===== config.mk =====
export PLATFORM = sky130hd
export DESIGN_NAME = instr_fetch_reg
export DESIGN_NICKNAME = d
export VERILOG_FILES = /design/src/rtl/instr_fetch_reg.sv
export SDC_FILE = /design/constraint.sdc
export NUM_CORES = 1
export LEC_CHECK = 0
export CORE_ASPECT_RATIO = 0.8
export CORE_MARGIN = 3
export CORE_UTILIZATION = 36
export CTS_BUF_LIST = sky130_fd_sc_hd__clkbuf_4 sky130_fd_sc_hd__clkbuf_8
export DETAILED_ROUTE_END_ITERATION = 7
export PLACE_DENSITY = 0.84
export REMOVE_ABC_BUFFERS = 1
export SKIP_CTS_REPAIR_TIMING = 1
export SYNTH_ARGS = -nofsm -noshare
export SYNTH_HDL_FRONTEND = slang
export SYNTH_SLANG_ARGS = --single-unit

===== constraint.sdc =====
create_clock -name CLK -period 1.2 [get_ports CLK]
set_input_delay 0.12 -clock CLK [delete_from_list [all_inputs] [get_ports CLK]]
set_output_delay 0.12 -clock CLK [all_outputs]
set_load 0.02 [all_outputs]

===== src/rtl/instr_fetch_reg.sv =====
// Fetch stage of the multicycle MIPS core. Holds the PC, issues one
// instruction-memory read per fetch request, latches the instruction
// register and splits it into the fields the control FSM decodes.
module instr_fetch_reg #(
   parameter int            AW       = 32,
   parameter logic [AW-1:0] RESET_PC = '0
) (
   input  logic          CLK,
   input  logic          RST,
   input  logic          IRWE,
   input  logic          PC_write,
   input  logic          branch,
   input  logic          zero,
   input  logic [1:0]    PCSel,
   input  logic [31:0]   alu_result,
   input  logic [31:0]   alu_out,
   output logic          imem_req,
   output logic [AW-1:0] imem_addr,
   input  logic [31:0]   imem_rdata,
   input  logic          imem_ack,
   output logic          fetch_stall,
   output logic          ir_valid,
   output logic [AW-1:0] pc,
   output logic [5:0]    Op,
   output logic [5:0]    func,
   output logic [4:0]    rs,
   output logic [4:0]    rt,
   output logic [4:0]    rd,
   output logic [31:0]   imm_se
);

   typedef enum logic {
      S_IDLE = 1'b0,
      S_WAIT = 1'b1
   } fetch_state_e;

   fetch_state_e  state_q, state_d;
   logic [AW-1:0] pc_q, pc_d;
   logic [AW-1:0] req_addr_q, req_addr_d;
   logic [31:0]   ir_q, ir_d;
   logic          ir_valid_q, ir_valid_d;
   logic          pc_en;

   // Next PC: loaded on an unconditional write or a taken branch, otherwise held.
   always_comb begin
      // NOTE: every always_comb output gets a default first so no path leaves it unassigned (no latch).
      pc_d  = pc_q;
      pc_en = PC_write | (branch & zero);
      if (pc_en) begin
         unique case (PCSel)
            2'b00:   pc_d = alu_result[AW-1:0];
            2'b01:   pc_d = alu_out[AW-1:0];
            // Jump keeps the upper bits of the already-incremented PC.
            2'b10:   pc_d = {pc_q[AW-1:26], ir_q[25:0]};
            default: pc_d = pc_q;
         endcase
      end
   end

   // Fetch FSM next state: capture the pre-update PC on request, load IR on ack.
   always_comb begin
      state_d    = state_q;
      req_addr_d = req_addr_q;
      ir_d       = ir_q;
      ir_valid_d = 1'b0;
      unique case (state_q)
         S_IDLE: begin
            if (IRWE) begin
               req_addr_d = pc_q;
               state_d    = S_WAIT;
            end
         end
         S_WAIT: begin
            // A repeated IRWE here is ignored; only the ack moves the FSM.
            if (imem_ack) begin
               ir_d       = imem_rdata;
               ir_valid_d = 1'b1;
               state_d    = S_IDLE;
            end
         end
         default: state_d = S_IDLE;
      endcase
   end

   // State registers with synchronous reset; reset overrides a coincident ack.
   always_ff @(posedge CLK) begin
      // NOTE: sequential state uses non-blocking assignments so all flops update together at the edge.
      if (RST) begin
         state_q    <= S_IDLE;
         pc_q       <= RESET_PC;
         req_addr_q <= '0;
         ir_q       <= '0;
         ir_valid_q <= 1'b0;
      end else begin
         state_q    <= state_d;
         pc_q       <= pc_d;
         req_addr_q <= req_addr_d;
         ir_q       <= ir_d;
         ir_valid_q <= ir_valid_d;
      end
   end

   assign imem_req    = (state_q == S_WAIT);
   assign imem_addr   = req_addr_q;
   assign fetch_stall = (state_q == S_WAIT);
   assign ir_valid    = ir_valid_q;
   assign pc          = pc_q;

   // Decode fields are pure wiring from IR, so they stay stable between fetches.
   assign Op     = ir_q[31:26];
   assign rs     = ir_q[25:21];
   assign rt     = ir_q[20:16];
   assign rd     = ir_q[15:11];
   assign func   = ir_q[5:0];
   assign imm_se = {{16{ir_q[15]}}, ir_q[15:0]};

endmodule


# Yosys cells after proc, flatten, opt, wreduce, memory -nomap -nowiden
# Index checks and enable logic that the tools add are counted.
# word_totals
reg_bits	98
in_bits	105
# op_classes
n_eq_ne	2
mux	5
bitwise_logic	4
reduce_logical	8
# op_table
op	count
32-bit one-hot mux with 3 select lines	1
2-bit AND reduction	3
1-bit two-way mux	3
3-bit AND reduction	1
3-bit nonzero test	1
2-bit by 1-bit == test with 1-bit output, second input constant	1
2-bit == test, second input constant	1
2-bit zero test	1
1-bit inverter	2
1-bit one-hot mux with 2 select lines	1
2-bit nonzero test	1
2-bit OR reduction	1
1-bit bitwise AND	1
1-bit OR	1

# Longest topological paths before layout
# Gate-level depths: netlist of run 1.
# depth
word_depth	3
depth_mapped	7
mapped_depth_nobuf	5

# Least setup slack after synthesis of run 1
# Ideal clock, no wire load.
# synth_path
path_type	input to register
from	in PCSel[0]
to	reg pc_q[0] (netlist: pc[0])
setup_time_ns	0.117
arrival_ns	1.161
required_time_ns	1.083
setup_slack_ns	-0.078
cell_stages	7
path_buffers	3
path_cell_list	inv_1 ha_1 buf_2 buf_4 buf_2 a21oi_1 a22o_1
# synth_via
elab_chain_len	3
word_cells_on_any_way	6
cone_classes	eq/ne (2); mux (1); reduce/logical (3)
# synth_rtl
element	line_no	rtl
from (decl)	14	input logic [1:0] PCSel,
2-bit == test, or another cell as far along	50	unique case (PCSel)
3-bit nonzero test (no source line)	n/a	
2-bit AND reduction (no source line)	n/a	
to (signal assigned)	96	pc_q <= pc_d;
to (decl)	38	logic [AW-1:0] pc_q, pc_d;
# Parallel ways exist; a longest one is shown, timed or not.
# A chain may end at the register's enable or synchronous reset.

# Final worst setup path of run 1
# layout_path
from	reg ir_q[18]
to	out rt[2]
# layout_rtl
element	line_no	rtl
from (decl)	40	logic [31:0] ir_q, ir_d;
from (signal assigned)	98	ir_q <= ir_d;
to (decl)	27	output logic [4:0] rt,
# No word-level cell between the ends.

==> results of run 1 <==
[sequential cells by signal, summed over array words and instances (netlist names)]
| name | cells |
|---|---|
| ir_valid | 1 |
| imem_addr | 32 |
| fetch_stall | 1 |
| pc | 32 |
| ir_q | 32 |
[power groups by stage]
stage / sequential (µW) / combinational [µW] / clock (µW)
finish: 3560 / 1980 / 2020
global route: 3590 / 2100 / 2180
CTS: 3570 / 1930 / 2060
detailed placement: 3640 / 1920 / 0
global placement: 3630 / 1890 / 0
floorplan: 3890 / 492 / 0
[Yosys cell counts]
master	number
a21o_4	1
a21oi_1	60
a21oi_2	5
a21oi_4	1
a22o_1	58
a22oi_1	26
a311oi_1	6
a31oi_1	6
buf_2	26
buf_4	32
buf_6	3
buf_8	1
clkbuf_1	4
dfxtp_1	98
ha_1	4
inv_1	3
nand2_1	65
nand2b_1	1
nor2_1	26
nor2_2	1
nor2b_1	7
nor3b_4	1
o21a_1	1
o21ba_4	1
[final cells by class]
class / instances / area, µm² / share of cell area
Clock buffer: 11 / 145 / 0.0206
Multi-Input combinational cell: 271 / 1710 / 0.242
Timing Repair Buffer: 278 / 3000 / 0.426
Sequential cell: 98 / 1960 / 0.279
Tap cell: 144 / 180 / 0.0256
Clock inverter: 5 / 38.8 / 0.00550
Inverter: 3 / 11.3 / 0.00160
[stage by stage]
step                cell area, µm²  setup slack (ns)  utilization  power [µW]  cells
global placement              6520            -0.623        0.596        5530    784
CTS                           6700            -0.474        0.613        7560    800
finish                        7050            0.0349        0.645        7560    810
floorplan                     3630             -2.05            -        4390    371
global route                  7050          0.000654        0.645        7870    810
detailed placement            6520            -0.696        0.596        5570    784
[how the worst min path moves through the flow]
stage,startpoint,endpoint,slack [ns],depth (start not counted)
after floorplan,RST,imem_addr[0],0.19,1
after global placement,imem_addr[7],imem_addr[7],0.44,2
after detailed placement,imem_addr[25],imem_addr[25],0.45,2
after CTS,RST,imem_addr[12],0.23,3
after global routing,PC_write,pc[31],0.19,4
final,PC_write,pc[31],0.20,4
[kinds of logic (layout without fill, tap and decap cells)]
group                    count (synthesis)  count (layout)  share of synthesized area
AO/OA/AOI/OAI                          165             166                      0.293
flip-flops                              98              98                      0.482
buffers and inverters                   69             297                      0.110
AND/OR/NAND/NOR                        101             101                      0.102
adder cells (fa/ha/maj)                  4               4                     0.0123
[tightest hold or removal path: cells and delay by family]
kind / cells / cell delay (ns)
buffers and inverters: 2 / 0.21
AOI/OAI and AO/OA: 2 / 0.18
[layer usage]
metal	part of all wire	global-route usage	wire length [µm]
met4	0.017	0.0625	257
met2	0.50	0.377	7660
met1	0.39	0.241	5940
met5	0	0	0
met3	0.091	0.0747	1390
==> results.yml, run 1 <==
clock_network:
  clockRootBuffer: "clkbuf_8"
  clock-sinks: 98
  cts_max_path_buffers: 2
  cts_tree: "done"
  cts_buffers: 9
  path_clk_slew_ns: 0.09
  htreeDepth: 3
  insertion_delay_ns: 0.37
timing:
  setup_tns_ns: 0
  finalCritPeriodShare: 0.971
  fin_skew_ns: 0.00671
  finalHoldViolCount: 0
  maxSlewViolCount: 0
  setup_viol: 0
  rsz0062_at_grt: "no"
  worst_slew_pin_slew_ns: 0.542
  relSlewSlack: 0.638
  period_needed_ns: 1.17
  hold_ws_ns: 0.199
  fmax_mhz: 858
floorplanning:
  dieWidth_um: 125
  core_um2: 10900
  ios: 231
  rows: 34
  start_util: 0.372
  die-area_um2: 12600
  die_h_um: 101
status:
  outcome: "finished clean"
setup_path:
  cp_cell_sequence: "dlymetal6s2s_1"
  cp_top_family: "flip-flops"
  worstReg2RegEnd: "ir_q[17]"
  path_max_fanout: 3
  endpoint_kind: "output pin"
  cp.depth: 1
  path_class: "register to output pin"
  required_ns: 1.08
  worst_path_largest_cell_delay_ns: 0.38
  cp-start-kind: "register"
  startpoint: "ir_q[18]"
  cp-endpoint: "rt[2]"
  rrSetupSlack_ns: 0.05
  rr_startpoint: "fetch_stall"
  ff2ff_path_depth: 4
  cp_slowest_cell: "dfxtp_1"
  critPathBufInv: 1
  crit_arrival_ns: 1.05
layout:
  fill_cells: 836
  diodes: 0
  mostFrequentLayoutCells: "dlymetal6s2s_1 (111), clkdlybuf4s50_1 (98), dfxtp_1 (96)"
  nNetsFinal: 770
  area_growth_pct: 73.4
  drive_above_1_share: 0.155
  final_common_cell: "dlymetal6s2s_1"
pwr:
  p_leak_uw: 0.00445
  combPwrFrac: 0.262
  switchingPower_uw: 2260
  netSwitchingFraction: 0.299
  intPower_uw: 5300
  max-vdd-ir-drop_mv: 0.731
  p_seq_frac: 0.472
  clockPowerShare: 0.267
  p_per_area_nw_per_um2: 1070
routing:
  drc: 0
  viasPerCell: 5.18
  wl_per_cell_um: 18.8
  num_vias: 4196
  wl_um: 15200
  ant_nets: 0
  drtIter0Drc: 198
  first_pass_iters: 4
place:
  place.gp.congestion: 0.864
  numPortBuffers: 230
  hpwl_um: 10200
global_route:
  grt_usage: 0.211
  grt_overflow: 0
  grt_pass1_vias: 4098
  grt_max_degree: 33
  antenna_found_initial: 0
  grt_pass1_wl_um: 21100
synthesis:
  syn_avg_cell_area_um2: 9.31
  synth_cells: 437
  syn_area_um2: 4070
  yosysWarnings: 0
  synth_cell_types: 24
  synth_top_cell_area_share: 0.482
  synth.area.top_cells: "dfxtp_1 (48%), a22o_1 (12%), a21oi_1 (7.4%), nand2_1 (6.0%), buf_4 (5.9%)"
  ys_ff_latch: 98
  yosys.area.top_type: "dfxtp_1"
  yosysSeqAreaShare: 0.482
worst_hold_path:
  hold_path_class: "input pin to register"
flow_run:
  cap_violations: 0
Note: power is estimated with default switching activity, not from simulation.
==> run 2, diff against run 1 <==
- CTS_CLUSTER_DIAMETER: unset -> 30
==> results of run 2 <==
The final DEF is identical to that of run 1; final timing and power are the same.
